$ cat src/rtl/io_uart_responder.sv
// Memory-mapped 8N1 serial port on the CPU I/O bus: TX holding/shift path,
// RX with 2-flop synchroniser, sticky error flags and a programmable bit divisor.
module io_uart_responder #(
    parameter logic [1:0] SUB_SEL   = 2'b01,
    parameter logic [7:0] DIV_RESET = 8'd16
) (
    input  logic        clk,
    input  logic        rst_bar,
    input  logic [11:0] io_address,
    input  logic        cs_bar,
    input  logic        we_bar,
    input  logic [7:0]  data_in,
    output logic [7:0]  data_out,
    output logic        data_oe,
    input  logic        rxd,
    output logic        txd
);

    localparam int unsigned DW = 8;
    localparam logic [1:0] REG_TXDATA = 2'd0;
    localparam logic [1:0] REG_STATUS = 2'd1;
    localparam logic [1:0] REG_RXDATA = 2'd2;
    localparam logic [1:0] REG_DIV    = 2'd3;

    typedef enum logic [1:0] {
        TX_IDLE,
        TX_START,
        TX_DATA,
        TX_STOP
    } tx_state_e;

    typedef enum logic [2:0] {
        RX_IDLE,
        RX_START,
        RX_DATA,
        RX_STOP,
        RX_WAIT_HIGH
    } rx_state_e;

    // Bus decode
    logic       sel;
    logic       wr;
    logic       rd;
    logic [1:0] reg_sel;
    logic       wr_tx;
    logic       wr_div;
    logic       rd_status;
    logic       rd_rx;

    assign sel       = (io_address[11:4] == 8'hFF) && (io_address[3:2] == SUB_SEL) && !cs_bar;
    assign reg_sel   = io_address[1:0];
    assign wr        = sel && !we_bar;
    assign rd        = sel && we_bar;
    assign wr_tx     = wr && (reg_sel == REG_TXDATA);
    assign wr_div    = wr && (reg_sel == REG_DIV);
    assign rd_status = rd && (reg_sel == REG_STATUS);
    assign rd_rx     = rd && (reg_sel == REG_RXDATA);

    logic [DW-1:0] div_q, div_d;

    always_comb begin
        div_d = div_q;
        if (wr_div) begin
            div_d = (data_in < DW'(2)) ? DW'(2) : data_in;
        end
    end

    // ---------------- TX path ----------------
    tx_state_e     tx_state_q, tx_state_d;
    logic [DW-1:0] tx_cnt_q, tx_cnt_d;
    logic [DW-1:0] tx_per_q, tx_per_d;
    logic [2:0]    tx_bit_q, tx_bit_d;
    logic [DW-1:0] tx_shift_q, tx_shift_d;
    logic [DW-1:0] hold_q, hold_d;
    logic          hold_full_q, hold_full_d;
    logic          tx_drop_q, tx_drop_d;
    logic          txd_q, txd_d;
    logic          tx_tick;
    logic          tx_load;

    assign tx_tick = (tx_cnt_q == (tx_per_q - DW'(1)));

    always_comb begin
        tx_state_d  = tx_state_q;
        tx_cnt_d    = tx_cnt_q;
        tx_per_d    = tx_per_q;
        tx_bit_d    = tx_bit_q;
        tx_shift_d  = tx_shift_q;
        hold_d      = hold_q;
        hold_full_d = hold_full_q;
        tx_load     = 1'b0;
        txd_d       = 1'b1;

        case (tx_state_q)
            TX_IDLE: begin
                if (hold_full_q) begin
                    tx_load = 1'b1;
                end
            end
            TX_START: begin
                txd_d = 1'b0;
                if (tx_tick) begin
                    tx_state_d = TX_DATA;
                    tx_bit_d   = 3'd0;
                    tx_cnt_d   = '0;
                    tx_per_d   = div_q;
                end else begin
                    tx_cnt_d = tx_cnt_q + DW'(1);
                end
            end
            TX_DATA: begin
                txd_d = tx_shift_q[0];
                if (tx_tick) begin
                    tx_shift_d = {1'b0, tx_shift_q[DW-1:1]};
                    tx_cnt_d   = '0;
                    tx_per_d   = div_q;
                    if (tx_bit_q == 3'd7) begin
                        tx_state_d = TX_STOP;
                    end else begin
                        tx_bit_d = tx_bit_q + 3'd1;
                    end
                end else begin
                    tx_cnt_d = tx_cnt_q + DW'(1);
                end
            end
            TX_STOP: begin
                if (tx_tick) begin
                    if (hold_full_q) begin
                        tx_load = 1'b1;
                    end else begin
                        tx_state_d = TX_IDLE;
                    end
                end else begin
                    tx_cnt_d = tx_cnt_q + DW'(1);
                end
            end
            default: tx_state_d = TX_IDLE;
        endcase

        // Holding register feeds the shifter; back-to-back frames have no idle gap
        if (tx_load) begin
            tx_state_d  = TX_START;
            tx_shift_d  = hold_q;
            hold_full_d = 1'b0;
            tx_cnt_d    = '0;
            tx_per_d    = div_q;
        end

        if (wr_tx && !hold_full_q) begin
            hold_d      = data_in;
            hold_full_d = 1'b1;
        end

        tx_drop_d = (tx_drop_q && !rd_status) || (wr_tx && hold_full_q);
    end

    // ---------------- RX path ----------------
    logic          sync1_q;
    logic          sync2_q;
    rx_state_e     rx_state_q, rx_state_d;
    logic [DW-1:0] rx_cnt_q, rx_cnt_d;
    logic [DW-1:0] rx_per_q, rx_per_d;
    logic [2:0]    rx_bit_q, rx_bit_d;
    logic [DW-1:0] rx_shift_q, rx_shift_d;
    logic [DW-1:0] rx_data_q, rx_data_d;
    logic          rx_valid_q, rx_valid_d;
    logic          rx_ovr_q, rx_ovr_d;
    logic          frame_err_q, frame_err_d;
    logic          rx_tick;
    logic          rx_half_tick;
    logic          rx_done;
    logic          rx_fe_set;
    logic          rx_pop;

    assign rx_tick      = (rx_cnt_q == (rx_per_q - DW'(1)));
    assign rx_half_tick = (rx_cnt_q == ((rx_per_q >> 1) - DW'(1)));
    assign rx_pop       = rd_rx && rx_valid_q;

    always_comb begin
        rx_state_d = rx_state_q;
        rx_cnt_d   = rx_cnt_q;
        rx_per_d   = rx_per_q;
        rx_bit_d   = rx_bit_q;
        rx_shift_d = rx_shift_q;
        rx_done    = 1'b0;
        rx_fe_set  = 1'b0;

        case (rx_state_q)
            RX_IDLE: begin
                if (!sync2_q) begin
                    rx_state_d = RX_START;
                    rx_cnt_d   = '0;
                    rx_per_d   = div_q;
                end
            end
            RX_START: begin
                // Mid-start-bit sample rejects short glitches
                if (rx_half_tick) begin
                    if (sync2_q) begin
                        rx_state_d = RX_IDLE;
                    end else begin
                        rx_state_d = RX_DATA;
                        rx_bit_d   = 3'd0;
                        rx_cnt_d   = '0;
                        rx_per_d   = div_q;
                    end
                end else begin
                    rx_cnt_d = rx_cnt_q + DW'(1);
                end
            end
            RX_DATA: begin
                if (rx_tick) begin
                    rx_shift_d = {sync2_q, rx_shift_q[DW-1:1]};
                    rx_cnt_d   = '0;
                    rx_per_d   = div_q;
                    if (rx_bit_q == 3'd7) begin
                        rx_state_d = RX_STOP;
                    end else begin
                        rx_bit_d = rx_bit_q + 3'd1;
                    end
                end else begin
                    rx_cnt_d = rx_cnt_q + DW'(1);
                end
            end
            RX_STOP: begin
                if (rx_tick) begin
                    if (sync2_q) begin
                        rx_done    = 1'b1;
                        rx_state_d = RX_IDLE;
                    end else begin
                        rx_fe_set  = 1'b1;
                        rx_state_d = RX_WAIT_HIGH;
                    end
                end else begin
                    rx_cnt_d = rx_cnt_q + DW'(1);
                end
            end
            RX_WAIT_HIGH: begin
                if (sync2_q) begin
                    rx_state_d = RX_IDLE;
                end
            end
            default: rx_state_d = RX_IDLE;
        endcase

        rx_data_d   = rx_done ? rx_shift_q : rx_data_q;
        rx_valid_d  = rx_done ? 1'b1 : (rx_pop ? 1'b0 : rx_valid_q);
        rx_ovr_d    = (rx_ovr_q && !rd_status) || (rx_done && rx_valid_q && !rx_pop);
        frame_err_d = (frame_err_q && !rd_status) || rx_fe_set;
    end

    // ---------------- State registers ----------------
    always_ff @(posedge clk or negedge rst_bar) begin
        if (!rst_bar) begin
            div_q       <= DIV_RESET;
            tx_state_q  <= TX_IDLE;
            tx_cnt_q    <= '0;
            tx_per_q    <= DIV_RESET;
            tx_bit_q    <= 3'd0;
            tx_shift_q  <= '0;
            hold_q      <= '0;
            hold_full_q <= 1'b0;
            tx_drop_q   <= 1'b0;
            txd_q       <= 1'b1;
            sync1_q     <= 1'b1;
            sync2_q     <= 1'b1;
            rx_state_q  <= RX_IDLE;
            rx_cnt_q    <= '0;
            rx_per_q    <= DIV_RESET;
            rx_bit_q    <= 3'd0;
            rx_shift_q  <= '0;
            rx_data_q   <= '0;
            rx_valid_q  <= 1'b0;
            rx_ovr_q    <= 1'b0;
            frame_err_q <= 1'b0;
        end else begin
            div_q       <= div_d;
            tx_state_q  <= tx_state_d;
            tx_cnt_q    <= tx_cnt_d;
            tx_per_q    <= tx_per_d;
            tx_bit_q    <= tx_bit_d;
            tx_shift_q  <= tx_shift_d;
            hold_q      <= hold_d;
            hold_full_q <= hold_full_d;
            tx_drop_q   <= tx_drop_d;
            txd_q       <= txd_d;
            sync1_q     <= rxd;
            sync2_q     <= sync1_q;
            rx_state_q  <= rx_state_d;
            rx_cnt_q    <= rx_cnt_d;
            rx_per_q    <= rx_per_d;
            rx_bit_q    <= rx_bit_d;
            rx_shift_q  <= rx_shift_d;
            rx_data_q   <= rx_data_d;
            rx_valid_q  <= rx_valid_d;
            rx_ovr_q    <= rx_ovr_d;
            frame_err_q <= frame_err_d;
        end
    end

    // Read mux is combinational so the CPU sees data in the same cycle
    logic [DW-1:0] status;

    assign status = {2'b00, tx_drop_q, (tx_state_q != TX_IDLE), frame_err_q,
                     rx_ovr_q, rx_valid_q, !hold_full_q};

    always_comb begin
        data_out = '0;
        if (rd_status) begin
            data_out = status;
        end else if (rd_rx) begin
            data_out = rx_data_q;
        end
    end

    assign data_oe = rd;
    assign txd     = txd_q;

endmodule

$ cat config.mk
export PLATFORM = sky130hd
export DESIGN_NAME = io_uart_responder
export DESIGN_NICKNAME = d
export VERILOG_FILES = /design/src/rtl/io_uart_responder.sv
export SDC_FILE = /design/constraint.sdc
export NUM_CORES = 1
export LEC_CHECK = 0
export CELL_PAD_IN_SITES_DETAIL_PLACEMENT = 0
export CELL_PAD_IN_SITES_GLOBAL_PLACEMENT = 1
export CORE_UTILIZATION = 47
export CTS_CLUSTER_SIZE = 25
export DETAILED_ROUTE_END_ITERATION = 10
export GPL_TIMING_DRIVEN = 1
export PLACE_DENSITY = 0.81
export SLEW_MARGIN = 30
export SYNTH_ARGS = -nofsm -noshare
export SYNTH_HDL_FRONTEND = slang
export SYNTH_SLANG_ARGS = --single-unit
$ cat constraint.sdc
create_clock -name clk -period 3.5 [get_ports clk]
set_input_delay 1.05 -clock clk [delete_from_list [all_inputs] [get_ports clk]]
set_output_delay 1.05 -clock clk [all_outputs]
set_load 0.01 [all_outputs]
Yosys cells after proc, flatten, opt, wreduce, memory -nomap -nowiden
Index checks and enable logic that the tools add are counted.
Widths: inputs -> output; s select.
{"block": "op_classes", "mux": 61, "eq_ne": 35, "magnitude_cmp": 1, "n_addsub": 7, "reduce_logical": 50}
{"cell": "$mux 8", "n": 19}
{"cell": "$mux 3", "n": 14}
{"cell": "$pmux 8 s4", "n": 1}
{"cell": "$eq 8x8->1", "n": 3}
{"cell": "$ne 2x2->1 const B", "n": 12}
{"cell": "$pmux 8 s3", "n": 1}
{"cell": "$ne 3x3->1 const B", "n": 6}
{"cell": "$add 8x1->8 const B", "n": 2}
{"cell": "$logic_and 1x1->1", "n": 16}
{"cell": "$pmux 8 s2", "n": 1}
{"cell": "$reduce_bool 2->1", "n": 8}
{"cell": "$sub 8x1->8 const B", "n": 2}
{"cell": "$pmux 3 s5", "n": 1}
{"cell": "$mux 2", "n": 7}
{"cell": "$mux 1", "n": 12}
{"cell": "$pmux 3 s2", "n": 2}
{"cell": "$reduce_and 6->1", "n": 2}
{"cell": "$reduce_and 2->1", "n": 5}
{"cell": "$eq 3x3->1 const B", "n": 3}
{"cell": "$eq 2x2->1 const B", "n": 4}
{"cell": "$eq 8x8->1 const B", "n": 1}
{"cell": "$lt 8x2->1 const B", "n": 1}
{"cell": "$reduce_bool 4->1", "n": 2}
{"cell": "$sub 7x1->8 const B", "n": 1}
{"cell": "15 further kinds", "n": 28}
{"block": "word_totals", "reg_bits": 91, "input_bits": 25, "word_cells": 175}

Longest topological paths before layout
{"block": "depth", "depth_word": 9, "depth_mapped": 12, "mapped_depth_nobuf": 9}

Least setup slack after synthesis
OpenSTA, ideal clock, no wires.
{"block": "synth_timing", "path_kind": "input to output", "from": "input cs_bar", "to": "output data_out[1]", "stages": 5, "required_time_ps": 2450, "setup_slack_ps": 31, "arrival_ps": 2419, "path_cell_list": "nand4b_1 -> nor3_1 -> nand2_1 -> nor3b_1 -> a22o_1"}
{"block": "synth_between", "elab_chain_len": 6, "word_cells_on_any_way": 7, "cone_classes": "mux (2); reduce/logical (5)"}
{"item": "start, declared", "line_no": "10", "rtl": "input logic cs_bar,"}
{"item": "$logic_not 1->1 (*)", "line_no": "50", "rtl": "assign sel = (io_address[11:4] == 8'hFF) && (io_address[3:2] == SUB_SEL) && !cs_bar;"}
{"item": "$logic_and 1x1->1 (*)", "line_no": "50"}
{"item": "$logic_and 1x1->1 (*)", "line_no": "53", "rtl": "assign rd = sel && we_bar;"}
{"item": "$logic_and 1x1->1", "line_no": "57", "rtl": "assign rd_rx = rd && (reg_sel == REG_RXDATA);"}
{"item": "$mux 8", "line_no": "311", "rtl": "end else if (rd_rx) begin"}
{"item": "$mux 8 (*)", "line_no": "309", "rtl": "if (rd_status) begin"}
{"item": "end, declared", "line_no": "13", "rtl": "output logic [7:0] data_out,"}
Every way passes the cells marked *; elsewhere a longest branch is shown, timed or not.

Worst setup path after layout
{"block": "layout_timing", "from": "input cs_bar", "to": "output data_out[0]"}
Same word-level chain as after synthesis.

==> impl_metrics.ini <==
[status]
status = complete, but fails checks
violations = setup timing

[finish]
final_core_util_pct = 56.2
drive_gt1_share_pct = 21.4
syn_to_final_growth_pct = 14.1
nets = 571
fillers = 918
diodes = 0

[grt]
grt_pass1_vias = 3724
grt_pass1_wl_mm = 18.2
grt_overflow = 0
grt_start_max_net_pins = 50
antenna_found_initial = 0
grt_use_total_pct = 20.2

[critical_path]
end_kind = primary output
crit_slowest_cell = nor3_2
max_stage_delay_ps = 200
worst-setup-path-type = in2out
crit_buf_inv = 5
critical-path-top-delay-family = simple AND/OR/NAND/NOR gates
arrival_ps = 2470
crit_required_ps = 2450
startpoint_type = input port
worstPathCellList = buf_6 -> nand4b_1 -> nor3_2 -> buf_4 -> nand2_4 -> nor3b_4 -> buf_2 -> buf_6 -> nand2_2 -> o21ai_2 -> buf_2
cp_max_fo = 3

[pwr]
p_leak_nw = 2.83
powerDensity_nw_per_um2 = 449
pwr-share-clk_pct = 30.1
switchingPower_mw = 0.818
pwr-share-comb_pct = 24.5
power_frac_seq_pct = 45.3
ir_drop_uv = 383
p_int_mw = 1.84
p_sw_share_pct = 30.8

[yosys]
synth.distinct_cells = 70
yosys.area.top_type = dfrtp_1
synth_area_leaders = dfrtp_1 41%, mux2_2 8.0%, ha_1 3.4%
yosys-top-cells-count = 85 x dfrtp_1, 37 x mux2_2, 35 x nand2_1
synth-adder-area-share_pct = 3.38
synth_top_family_by_area = simple AND/OR/NAND/NOR gates
synth_warnings = 0
syn-mean-instance-area_um2 = 10.5
seq_area_frac_synth_pct = 44.1
synthArstFlopShare_pct = 100
yosysMostFrequentCell = dfrtp_1
synth_seq_cells = 91
synth-compound-area-share_pct = 14.6
synth_xor_area_share_pct = 4.57
synth_nets = 533
synthSimpleGateAreaFrac_pct = 16.5
synth_edf_count = 0
synth_ff_type = dfrtp_1
synth_top_area_share_pct = 41.1
synth_cells = 494
synth.area.mux_share_pct = 12.9
syn-cell-area_um2 = 5180

[timing]
worst_pin_slew_ps = 711
rsz0062_at_grt = true
finalWorstSetupSlack_ps = -17.5
tns_ps = -19.5
hold_viol = 0
skew_ps = 7.77
slew_viol_final = 0
max_freq_mhz = 284
hold-worst-slack_ps = 363
max_slew_margin_pct = 52.6
fin_crit_sh_pct = 101
finalSetupViolCount = 2
finalCriticalPeriod_ps = 3520

[route]
drt_wl_total_mm = 10.6
num_vias = 3768
drtIter0Drc = 186
ant_nets = 0
post-route-drc-count = 0
wl_per_cell_um = 15.7
avgViaCountPerCell = 5.60
dr.pass1.iters = 4

[place]
post-dp-hpwl_mm = 7.65
io_buffers = 34
gp_congestion = 0.757

[clocking]
cts_max_path_buffers = 2
clk_latency_ps = 360
cts_tree = yes
cts_sinks = 91
htreeDepth = 3
cts.reportedPaths.clkPinSlew_ps = 90
cts_inserted_buffers = 9
cts.root.buffer_cell = clkbuf_8

[floorplanning]
core_area_um2 = 10500
ios = 35
dieArea_um2 = 11400
initial_core_util_pct = 49.3
die_h_um = 107
rows = 37
die_w_um = 107

[min_path]
hold_class = reg2reg

[flow_run]
cap_violations = 0
-- routing by layer --
| layer | up-vias | part of all wire (%) | GRT usage (%) |
|---|---|---|---|
| li1 | 1846 | - | - |
| met1 | 1866 | 49 | 28.0 |
| met2 | 45 | 47 | 31.9 |
| met3 | 11 | 2.0 | 2.55 |
| met4 | 0 | 1.9 | 8.22 |
| met5 | - | 0 | 0 |
-- cell type report --
class                   count  area, um^2  share of cell area [%]
repair buffers             47         407                    6.88
multi-input cells         359        2730                    46.2
clock inverters             6        88.8                    1.50
well taps                 136         170                    2.88
inverters                  24        90.1                    1.52
flip-flops and latches     91        2280                    38.7
clock buffers              10         138                    2.33
-- sequential cells by signal, indices dropped and copies added (netlist names) --
name         count
rx_state_q       3
div_q            8
rx_ovr_q         1
rx_per_q         8
tx_per_q         8
rx_bit_q         3
hold_full_q      1
rx_cnt_q         8
rx_shift_q       8
txd              1
sync1_q          1
tx_state_q       2
hold_q           8
rx_data_q        8
tx_shift_q       8
rx_valid_q       1
sync2_q          1
tx_bit_q         3
tx_cnt_q         8
frame_err_q      1
tx_drop_q        1
-- cell families (layout without fill, tap and decap cells) --
logic type / after synthesis / in the layout
AOI/OAI and AO/OA: 107 / 107
xor gates and xnor gates: 27 / 27
adders and majority gates: 14 / 14
muxes: 58 / 58
and+or+nand+nor: 153 / 153
DFF: 91 / 91
buffers and inverters: 44 / 87
-- what timing repair did --
action                     4_1_cts  5_1_grt
hold buffers                     0        0
gates cloned                     1        0
setup endpoints to repair        9        9
resized for setup               58       12
pin swaps                        5        3
setup buffers                    1        0
-- worst reg2reg max path, cell delays in order, from the launching register on --
cell	delay [ps]
dfrtp_1	480
inv_1	110
ha_1	230
nor3b_4	310
nand2_2	120
or4_4	510
a211oi_4	390
and2_4	260
nand3_4	200
mux2_4	360
-- cell usage in the layout, fill, tap and decap left out, drive strengths merged, types with 7 or more instances in the layout --
cell type / instances
a21oi: 23
a22o: 11
and2: 7
and3: 7
buf: 21
clkbuf: 14
clkdlybuf4s50: 13
dfrtp: 85
ha: 14
inv: 24
mux2: 46
mux2i: 12
nand2: 36
nand2b: 9
nand3: 15
nor2: 28
nor2b: 8
nor3: 9
o21ai: 31
xnor2: 14
xor2: 13
-- worst paths after layout --
check | from | endpoint | slack [ps] | depth (start not counted)
worst max register to register | rx_per_q[2] | rx_data_q[6] | 430 | 9
min in group asynchronous | rst_bar | tx_bit_q[2] | 680 | 1
worst max-delay path | cs_bar | data_out[0] | -20 | 11
worst min-delay path | sync1_q | sync2_q | 360 | 0
worst min register to register | sync1_q | sync2_q | 360 | 0
max in group asynchronous | rst_bar | tx_per_q[4] | 2100 | 2
-- metrics by stage --
stage          std cells  area [um^2]  total power, mW  setup WS (ps)
5_1_grt              673         5910             2.82          -80.6
3_5_place_dp         655         5680             1.88           -710
3_3_place_gp         655         5670             1.86           -707
6_report             673         5910             2.66          -17.5
2_1_floorplan        494         5180             1.69           31.2
4_1_cts              673         5910             2.68           7.38
-- power groups by stage --
stage	clock network (mW)	logic [mW]	registers, mW
after floorplan	0	0.486	1.21
after global placement	0	0.640	1.22
after detailed placement	0	0.653	1.22
after CTS	0.819	0.655	1.20
after global routing	0.867	0.739	1.21
final	0.800	0.652	1.20
Power figures use the tool's default switching activity.
==> edit, RTL diff (config.mk and constraints unchanged) <==
Put a register stage on the output `data_out`, cleared by the reset. The value now appears one clock later. The other outputs are not delayed to match.
--- a/src/rtl/io_uart_responder.sv
+++ b/src/rtl/io_uart_responder.sv
@@ -37,4 +37,6 @@
         RX_WAIT_HIGH
     } rx_state_e;
+
+    logic [7:0] data_d;
 
     // Bus decode
@@ -306,9 +308,9 @@
 
     always_comb begin
-        data_out = '0;
+        data_d = '0;
         if (rd_status) begin
-            data_out = status;
+            data_d = status;
         end else if (rd_rx) begin
-            data_out = rx_data_q;
+            data_d = rx_data_q;
         end
     end
@@ -317,4 +319,12 @@
     assign txd     = txd_q;
 
+    always_ff @(posedge clk or negedge rst_bar) begin
+        if (!rst_bar) begin
+            data_out <= '0;
+        end else begin
+            data_out <= data_d;
+        end
+    end
+
 endmodule
 
Behaviour: not the same (a bounded check fails within 4 cycles, from zero or initial values and one cycle with rst_bar low).
==> edit against the unedited design <==
- setup slack better by 0.21 ns
- sequential cell count is 8 higher
- synthesized area is 0.48% higher
- fmax is 6.4% higher
- core utilization is 1.4 points lower
- final area is 0.17% higher
- routed wire length is 4.1% lower
- critical path depth is 5 lower
- count of clock-buffer cells in the layout stayed put
- critical path type unchanged
- largest cell class unchanged
- highest routed layer unchanged
Power is not compared: it rests on default switching activity, and its combinational part moved more than twofold at a synthesized area within 25%.
==> edit: results (changes against the unedited design) <==
{| class="wikitable"
! Metric !! Value
|-
| Result of the run || finished clean
|-
| Combined flip-flop and latch cell area || 2480 um^2 (+8.8%)
|-
| Number of filler cells placed in the layout || 969 (+5.6%)
|-
| DRC marker count from the first detailed-route iteration || 187 (+0.54%)
|-
| Complex-gate fraction of the synthesized area || 0.122 (-0.0247)
|-
| Fraction of layout cells with a size suffix above 1 || 0.170 (-0.0441)
|-
| Post-Synth Adder-Cell Area || 0.0337 (-0.000163)
|-
| Vias per std cell || 5.54 (-1.1%)
|-
| Cell variety after synth || 65 (-7.1%)
|-
| Post-Route M1 WL || 5170 um (-0.50%)
|-
| Routed met2 length || 4430 um (-11%)
|-
| Met1 Resource Use GR || 0.283 (+0.00313)
|-
| Number of ordinary inverters in the final layout || 23 (-4.2%)
|-
| Arrival time at the worst endpoint || 2.25 ns (-0.22 ns)
|-
| Number of cells after detailed placement || 659 (+0.61%)
|-
| Final setup violation count || 0 (-2)
|-
| Pre-CTS WS || -0.0873 ns (+0.623 ns)
|-
| Sequential area share after synthesis || 0.478 (+0.0363)
|-
| Final clock-cell share || 0.0328 (-0.00556)
|-
| Leading cell types by count after synthesis || sky130_fd_sc_hd__dfrtp_1 (93), sky130_fd_sc_hd__nand2_1 (51), sky130_fd_sc_hd__mux2_2 (40)
|-
| Area of combinational cells with multiple inputs || 2550 um^2 (-6.5%)
|-
| Wirelength per Cell || 15.1 um (-4.4%)
|-
| Effective utilization at floorplan || 0.482 (-0.0106)
|-
| Crit path max fanout || 2 (-1)
|-
| Least-Margin Pin Slew || 0.659 ns (-0.0520 ns)
|-
| Total wirelength of the detailed-routed design || 10200 um (-4.1%)
|-
| Half-perimeter wire length after detailed placement || 7300 um (-4.5%)
|-
| Met2 usage || 0.288 (-0.0313)
|-
| Post-Synthesis Mean Instance Area || 10.6 um^2 (+0.69%)
|-
| Met3 wire len || 462 um (+120%)
|-
| Mux contribution to synthesized area || 0.129 (-0.000140)
|-
| Count of multi-input gates || 353 (-1.7%)
|-
| Maximum number of pins on one net before global-route repair || 51 (+2.0%)
|-
| Xor-xnor portion of the synthesized cell area || 0.0522 (+0.00651)
|-
| Synthesized flop and latch total || 99 (+8.8%)
|-
| GR Util met3 || 0.0432 (+0.0176)
|-
| Relative area change from synthesis to final layout || 13.8%
|}
## edit: what timing repair did
item / in CTS / in global routing
resized for setup: 1 / 1
endpoints found under the setup margin: 1 / 8
setup buffers: 0 / 0
## edit: path summary, 6_finish.rpt
kind,startpoint,to,slack (ns),cells past startpoint
max,cs_bar,data_oe,0.20,6
min,sync1_q,sync2_q,0.36,0
max reg2reg,rx_per_q[1],rx_bit_q[0],0.53,11
min reg2reg,sync1_q,sync2_q,0.36,0
max in group asynchronous,rst_bar,txd,2.01,2
min in group asynchronous,rst_bar,rx_cnt_q[4],0.69,1
## edit: worst max-delay path, stage by stage
cell,delay [ns]
sky130_fd_sc_hd__clkdlybuf4s50_1,0.39
sky130_fd_sc_hd__nand4b_1,0.19
sky130_fd_sc_hd__nor3_1,0.19
sky130_fd_sc_hd__nand2_1,0.09
sky130_fd_sc_hd__inv_1,0.07
sky130_fd_sc_hd__dlygate4sd2_1,0.27
